File: src/rtl/ps2_pkg.sv
// Shared PS/2 keyboard definitions: protocol prefixes, frame FSM states and
// the scan codes the control program reacts to.
package ps2_pkg;

    localparam logic [7:0] PS2_BREAK = 8'hF0;
    localparam logic [7:0] PS2_EXT   = 8'hE0;

    localparam logic [7:0] KEY_W = 8'h1D;
    localparam logic [7:0] KEY_S = 8'h1B;
    localparam logic [7:0] KEY_A = 8'h1C;
    localparam logic [7:0] KEY_D = 8'h23;

    typedef enum logic [1:0] {
        ST_IDLE,
        ST_RECV,
        ST_CHECK
    } frame_state_t;

    // Bits 0-7 data, 8 parity, 9 stop: odd parity over data+parity, stop high.
    function automatic logic frame_ok(input logic [9:0] f);
        return (^f[8:0]) && f[9];
    endfunction

endpackage

File: src/rtl/ps2_fifo.sv
// Synchronous make-code queue; pop is served first so a push into a full
// queue still lands when a pop happens in the same cycle, otherwise it is refused.
module ps2_fifo #(
    parameter int DEPTH = 4,
    parameter int WIDTH = 8
) (
    input  logic             clk,
    input  logic             reset,
    input  logic             push,
    input  logic [WIDTH-1:0] push_dat,
    input  logic             pop,
    output logic [WIDTH-1:0] head,
    output logic             full,
    output logic             empty
);

    localparam int AW = $clog2(DEPTH);
    localparam logic [AW:0] FULL_CNT = (AW+1)'(DEPTH);

    logic [WIDTH-1:0] mem [DEPTH];
    logic [AW-1:0]    wr_ptr;
    logic [AW-1:0]    rd_ptr;
    logic [AW:0]      count;
    logic             do_push;
    logic             do_pop;

    assign empty   = (count == '0);
    assign full    = (count == FULL_CNT);
    assign head    = mem[rd_ptr];
    assign do_pop  = pop && !empty;
    assign do_push = push && (!full || do_pop);

    always_ff @(posedge clk or negedge reset) begin
        if (!reset) begin
            wr_ptr <= '0;
            rd_ptr <= '0;
            count  <= '0;
        end else begin
            if (do_push) wr_ptr <= wr_ptr + 1'b1;
            if (do_pop)  rd_ptr <= rd_ptr + 1'b1;
            if (do_push && !do_pop)
                count <= count + 1'b1;
            else if (!do_push && do_pop)
                count <= count - 1'b1;
        end
    end

    always_ff @(posedge clk) begin
        if (do_push) mem[wr_ptr] <= push_dat;
    end

endmodule

File: src/rtl/ps2_teclado_rx.sv
// PS/2 keyboard receiver: make codes are queued and offered to the PicoBlaze with a
// level interrupt, 3 cycles after the filtered stop-bit fall; a full queue drops codes.
module ps2_teclado_rx
    import ps2_pkg::*;
#(
    parameter int FILTER_LEN  = 8,
    parameter int TIMEOUT_CYC = 20000,
    parameter int FIFO_DEPTH  = 4,
    parameter int HOLD_CYC    = 64
) (
    input  logic       clk,
    input  logic       reset,
    input  logic       ps2_clk,
    input  logic       ps2_data,
    input  logic       interrupt_ack,
    output logic [7:0] codigo,
    output logic       interrupt,
    output logic       overflow,
    output logic       error_trama
);

    localparam int FW = $clog2(FILTER_LEN + 1);
    localparam int TW = $clog2(TIMEOUT_CYC);
    localparam int HW = $clog2(HOLD_CYC + 1);
    localparam logic [FW-1:0] FILT_LAST = FW'(FILTER_LEN - 1);
    localparam logic [TW-1:0] TO_LAST   = TW'(TIMEOUT_CYC - 1);
    localparam logic [HW-1:0] HOLD_LOAD = HW'(HOLD_CYC);

    logic [1:0]    clk_sync;
    logic [1:0]    data_sync;
    logic          clk_filt;
    logic [FW-1:0] filt_cnt;
    logic          fall;

    frame_state_t  state;
    logic [3:0]    bitcnt;
    logic [9:0]    shreg;
    logic [TW-1:0] tocnt;
    logic          brk;
    logic          ext;
    logic          push_req;
    logic [7:0]    push_dat;
    logic [7:0]    rx_byte;

    logic          holding;
    logic [HW-1:0] hold_cnt;
    logic          pop;
    logic [7:0]    fifo_head;
    logic          fifo_full;
    logic          fifo_empty;

    assign rx_byte = shreg[7:0];

    always_ff @(posedge clk or negedge reset) begin
        if (!reset) begin
            clk_sync  <= 2'b11;
            data_sync <= 2'b11;
            clk_filt  <= 1'b1;
            filt_cnt  <= '0;
            fall      <= 1'b0;
        end else begin
            clk_sync  <= {clk_sync[0], ps2_clk};
            data_sync <= {data_sync[0], ps2_data};
            fall      <= 1'b0;
            // A new level is only taken after FILTER_LEN consecutive differing samples.
            if (clk_sync[1] == clk_filt) begin
                filt_cnt <= '0;
            end else if (filt_cnt == FILT_LAST) begin
                clk_filt <= clk_sync[1];
                filt_cnt <= '0;
                fall     <= clk_filt;
            end else begin
                filt_cnt <= filt_cnt + 1'b1;
            end
        end
    end

    always_ff @(posedge clk or negedge reset) begin
        if (!reset) begin
            state       <= ST_IDLE;
            bitcnt      <= '0;
            shreg       <= '0;
            tocnt       <= '0;
            brk         <= 1'b0;
            ext         <= 1'b0;
            push_req    <= 1'b0;
            push_dat    <= '0;
            error_trama <= 1'b0;
        end else begin
            push_req    <= 1'b0;
            error_trama <= 1'b0;
            unique case (state)
                ST_IDLE: begin
                    if (fall && !data_sync[1]) begin
                        state  <= ST_RECV;
                        bitcnt <= '0;
                        tocnt  <= '0;
                    end
                end
                ST_RECV: begin
                    if (fall) begin
                        shreg  <= {data_sync[1], shreg[9:1]};
                        bitcnt <= bitcnt + 1'b1;
                        tocnt  <= '0;
                        if (bitcnt == 4'd9) state <= ST_CHECK;
                    end else if (tocnt == TO_LAST) begin
                        state       <= ST_IDLE;
                        error_trama <= 1'b1;
                    end else begin
                        tocnt <= tocnt + 1'b1;
                    end
                end
                ST_CHECK: begin
                    state <= ST_IDLE;
                    if (!frame_ok(shreg)) begin
                        error_trama <= 1'b1;
                    end else begin
                        // ext survives only across an F0; any other byte closes the sequence.
                        ext <= (rx_byte == PS2_EXT) || (ext && (rx_byte == PS2_BREAK));
                        if (rx_byte == PS2_BREAK) begin
                            brk <= 1'b1;
                        end else if (rx_byte != PS2_EXT) begin
                            brk <= 1'b0;
                            if (!brk) begin
                                push_req <= 1'b1;
                                push_dat <= rx_byte;
                            end
                        end
                    end
                end
                default: state <= ST_IDLE;
            endcase
        end
    end

    assign pop       = holding && (hold_cnt == HW'(1));
    assign interrupt = !fifo_empty && !holding;
    assign codigo    = fifo_empty ? 8'h00 : fifo_head;

    always_ff @(posedge clk or negedge reset) begin
        if (!reset) begin
            holding  <= 1'b0;
            hold_cnt <= '0;
            overflow <= 1'b0;
        end else begin
            overflow <= push_req && fifo_full && !pop;
            if (holding) begin
                if (hold_cnt == HW'(1)) begin
                    holding  <= 1'b0;
                    hold_cnt <= '0;
                end else begin
                    hold_cnt <= hold_cnt - 1'b1;
                end
            end else if (interrupt_ack && interrupt) begin
                holding  <= 1'b1;
                hold_cnt <= HOLD_LOAD;
            end
        end
    end

    ps2_fifo #(
        .DEPTH (FIFO_DEPTH),
        .WIDTH (8)
    ) u_fifo (
        .clk      (clk),
        .reset    (reset),
        .push     (push_req),
        .push_dat (push_dat),
        .pop      (pop),
        .head     (fifo_head),
        .full     (fifo_full),
        .empty    (fifo_empty)
    );

endmodule

File: config.mk
export PLATFORM = sky130hd
export DESIGN_NAME = ps2_teclado_rx
export DESIGN_NICKNAME = d
export VERILOG_FILES = /design/src/rtl/ps2_pkg.sv /design/src/rtl/ps2_fifo.sv /design/src/rtl/ps2_teclado_rx.sv
export SDC_FILE = /design/constraint.sdc
export NUM_CORES = 1
export LEC_CHECK = 0
export CAP_MARGIN = 40
export CELL_PAD_IN_SITES_DETAIL_PLACEMENT = 1
export CELL_PAD_IN_SITES_GLOBAL_PLACEMENT = 2
export CORE_MARGIN = 10
export CORE_UTILIZATION = 25
export DETAILED_ROUTE_END_ITERATION = 10
export HOLD_SLACK_MARGIN = 0.08
export PLACE_DENSITY = 0.62
export SYNTH_ARGS = -nofsm -noshare
export SYNTH_HDL_FRONTEND = slang
export SYNTH_SLANG_ARGS = --single-unit
File: constraint.sdc
create_clock -name clk -period 8.1 [get_ports clk]
set_clock_uncertainty 0.15 [all_clocks]
set_input_delay 1.62 -clock clk [delete_from_list [all_inputs] [get_ports clk]]
set_output_delay 1.62 -clock clk [all_outputs]
set_load 0.01 [all_outputs]
==> metrics.cfg <==
[outcome]
status = completed

[final_layout]
synthToLayoutAreaGrowth_pct = 15.1
drive_gt1_share_pct = 16.4
design_area_um2 = 5390
fin_nets = 410
fillers = 2013
multi_input_area_um2 = 1890
seqCellArea_um2 = 2670
n_antenna_cell = 0

[timing]
worstMarginPinSlew_ps = 688
post-route-period-util_pct = 49.9
fmax_ghz = 0.247
hold_ws_ps = 208
hold_violations = 0
setup_violations = 0
tns_ps = 0
period_minus_slack_ps = 4050
slew_headroom_pct = 53.9
maxSlewViolCount = 0
rsz0062_at_grt = no

[worst_setup_path]
critPathTopFamily = flip-flops
crit_path_end_kind = output port
crit_arrival_ps = 2280
crit_buf_inv = 1
worst_path_max_delay_cell = dfrtp_1
cp-start-kind = flip-flop
critPathRequiredTime_ps = 6330
crit_chain = mux4_2, and2_1, clkdlybuf4s50_1
crit_type = flip-flop to output port
rrSetupSlack_ps = 5090
critPathMaxStageDelay_ps = 700
critPathMaxFanout = 10

[synthesis]
ys_types = 65
synth_nets = 394
postSynthAreaPerCell_um2 = 12.7
yosysSeqAreaShare_pct = 56.9
async_flop_share_pct = 68.0
yosys_warnings = 0
syn_area_um2 = 4690
synth_edf_count = 32
syn_inst = 369
ys.flop_type = dfrtp_1
yosys_register_bits = 100

[clock_network]
clock_sinks = 100
clk_latency_ps = 350
numCtsBuffers = 9
cts_max_path_buffers = 2
ctsRootBufferMaster = clkbuf_16
cts.repair.resized = 0
path_clk_slew_ps = 70
hold_buffers = 0
htree_levels = 3
postCtsSetupRepairBufs = 0
cts_tree = done

[min_path]
hold_class = flip-flop to flip-flop

[die]
die_area_um2 = 24600
die_w_um = 157
ioPinCount = 16
core-area_um2 = 18600
initial_core_util_pct = 25.2
placementRows = 50
die_h_um = 157

[grt]
overflow = 0
antenna_found_initial = 0
grt_max_degree = 43
grt_pass1_wl_um = 15400
grt.total_usage_pct = 7.88
first_global_vias = 3029

[detailed_routing]
dr.pass1.iters = 5
dr_total_vias = 2878
wl_per_cell_um = 14.6
final_antenna_net_count = 0
drc_errors = 0
drt-total-wl_um = 9110
drt_iter0_drc = 141
avgViaCountPerCell = 4.61

[pwr]
ir_drop_v = 0.000104
leakage_uw = 0.00210
p_per_area_nw_per_um2 = 184

[placed_design]
place_hpwl_um = 6590
io_buffers = 15
gp_congestion = 0.735
placed_cell_area_um2 = 5090

[flow_run]
cap_violations = 0

path summary, 6_finish.rpt:
check	start	depth (start not counted)	to
setup / recovery	u_fifo.rd_ptr[0]$_DFFE_PN0P_	3	codigo[7]
hold / removal	clk_sync[0]$_DFF_PN1_	0	clk_sync[1]$_DFF_PN1_
setup reg to reg	hold_cnt[1]$_DFFE_PN0P_	11	u_fifo.count[2]$_DFFE_PN0P_
hold reg to reg	clk_sync[0]$_DFF_PN1_	0	clk_sync[1]$_DFF_PN1_
max in group asynchronous	reset	3	shreg[8]$_DFFE_PN0P_
min in group asynchronous	reset	2	tocnt[8]$_DFFE_PN0P_
cells by family (layout without fill, tap and decap cells):
kind of cell	after synthesis	count (layout)	share of synthesized area (%)
AOI/OAI and AO/OA	68	68	10.1
xor gates and xnor gates	12	12	2.70
adders and majority gates	20	20	5.50
buffers and inverters	28	49	2.70
DFF	100	100	56.9
muxes	27	27	8.38
and+or+nand+nor	114	114	13.7
cell usage in the layout, fill, tap and decap left out, types with 8 or more instances in the layout:
master,synthesis,routed
nand3_1,14,14
ha_1,19,19
and2_1,14,14
nor2_1,15,15
inv_1,16,16
edfxtp_1,32,32
nand2_1,25,25
mux4_2,8,8
clkdlybuf4s50_1,0,14
mux2_2,18,18
dfrtp_1,63,63
clkbuf_16,0,9
o21ai_0,20,20
worst reg2reg max path, stage by stage (launching register included):
cell	delay, ps
dfrtp_1	370
inv_1	90
ha_1	170
or3b_2	520
nor3_4	210
o21a_1	300
ha_1	240
inv_1	70
fa_1	370
xor2_1	150
nor2_1	120
xor2_1	160
layout make-up:
| type | count | area share (%) |
|---|---|---|
| Inverter | 16 | 1.11 |
| Clock inverter | 7 | 1.39 |
| Clock buffer | 9 | 4.18 |
| Tap cell | 234 | 5.43 |
| Timing Repair Buffer | 17 | 3.34 |
| Sequential cell | 100 | 49.5 |
| Multi-Input combinational cell | 241 | 35.1 |
flip-flops by register name, indices dropped and copies added (netlist names), 2 cells and up:
name           cells
u_fifo.mem        32
tocnt             15
shreg             10
push_dat           8
hold_cnt           7
bitcnt             4
filt_cnt           4
u_fifo.count       3
clk_sync           2
data_sync          2
state              2
u_fifo.rd_ptr      2
u_fifo.wr_ptr      2
power breakdown:
group | internal, uW | switching [uW] | leakage [uW] | total [uW]
clock | 219 | 209 | 0.000145 | 429
sequential | 530 | 6.75 | 0.00115 | 536
combinational | 13.7 | 16.2 | 0.000808 | 29.9
total | 763 | 232 | 0.00210 | 995
metrics by stage:
stage	instances	util, %	power, uW	setup slack, ps
6_report	624	29.0	995	4050
5_1_grt	624	29.0	1050	3880
4_1_cts	624	29.0	1020	3990
3_5_place_dp	608	27.4	579	4390
3_3_place_gp	607	27.3	575	4390
2_1_floorplan	369	-	562	5070
Yosys cell counts (6+ instances only):
cell type / number / area, um2
and2_1: 14 / 87.6
nand3_1: 14 / 70.1
inv_1: 16 / 60.1
a21oi_1: 6 / 30.0
nand4_1: 6 / 37.5
o21ai_0: 20 / 100
mux2_2: 18 / 203
nand2b_1: 6 / 37.5
edfxtp_1: 32 / 961
mux4_2: 8 / 180
o211ai_1: 7 / 52.6
nor2_1: 15 / 56.3
xnor2_1: 7 / 61.3
ha_1: 19 / 238
nand2_1: 25 / 93.8
dfrtp_1: 63 / 1580
per-layer routing:
metal / global-route usage, % / up-vias / routed length [um]
li1: - / 1385 / -
met1: 9.62 / 1459 / 4270
met2: 12.9 / 24 / 4390
met3: 2.40 / 10 / 313
met4: 2.83 / 0 / 133
met5: 0 / - / 0
(Power assumes the default switching activity.)
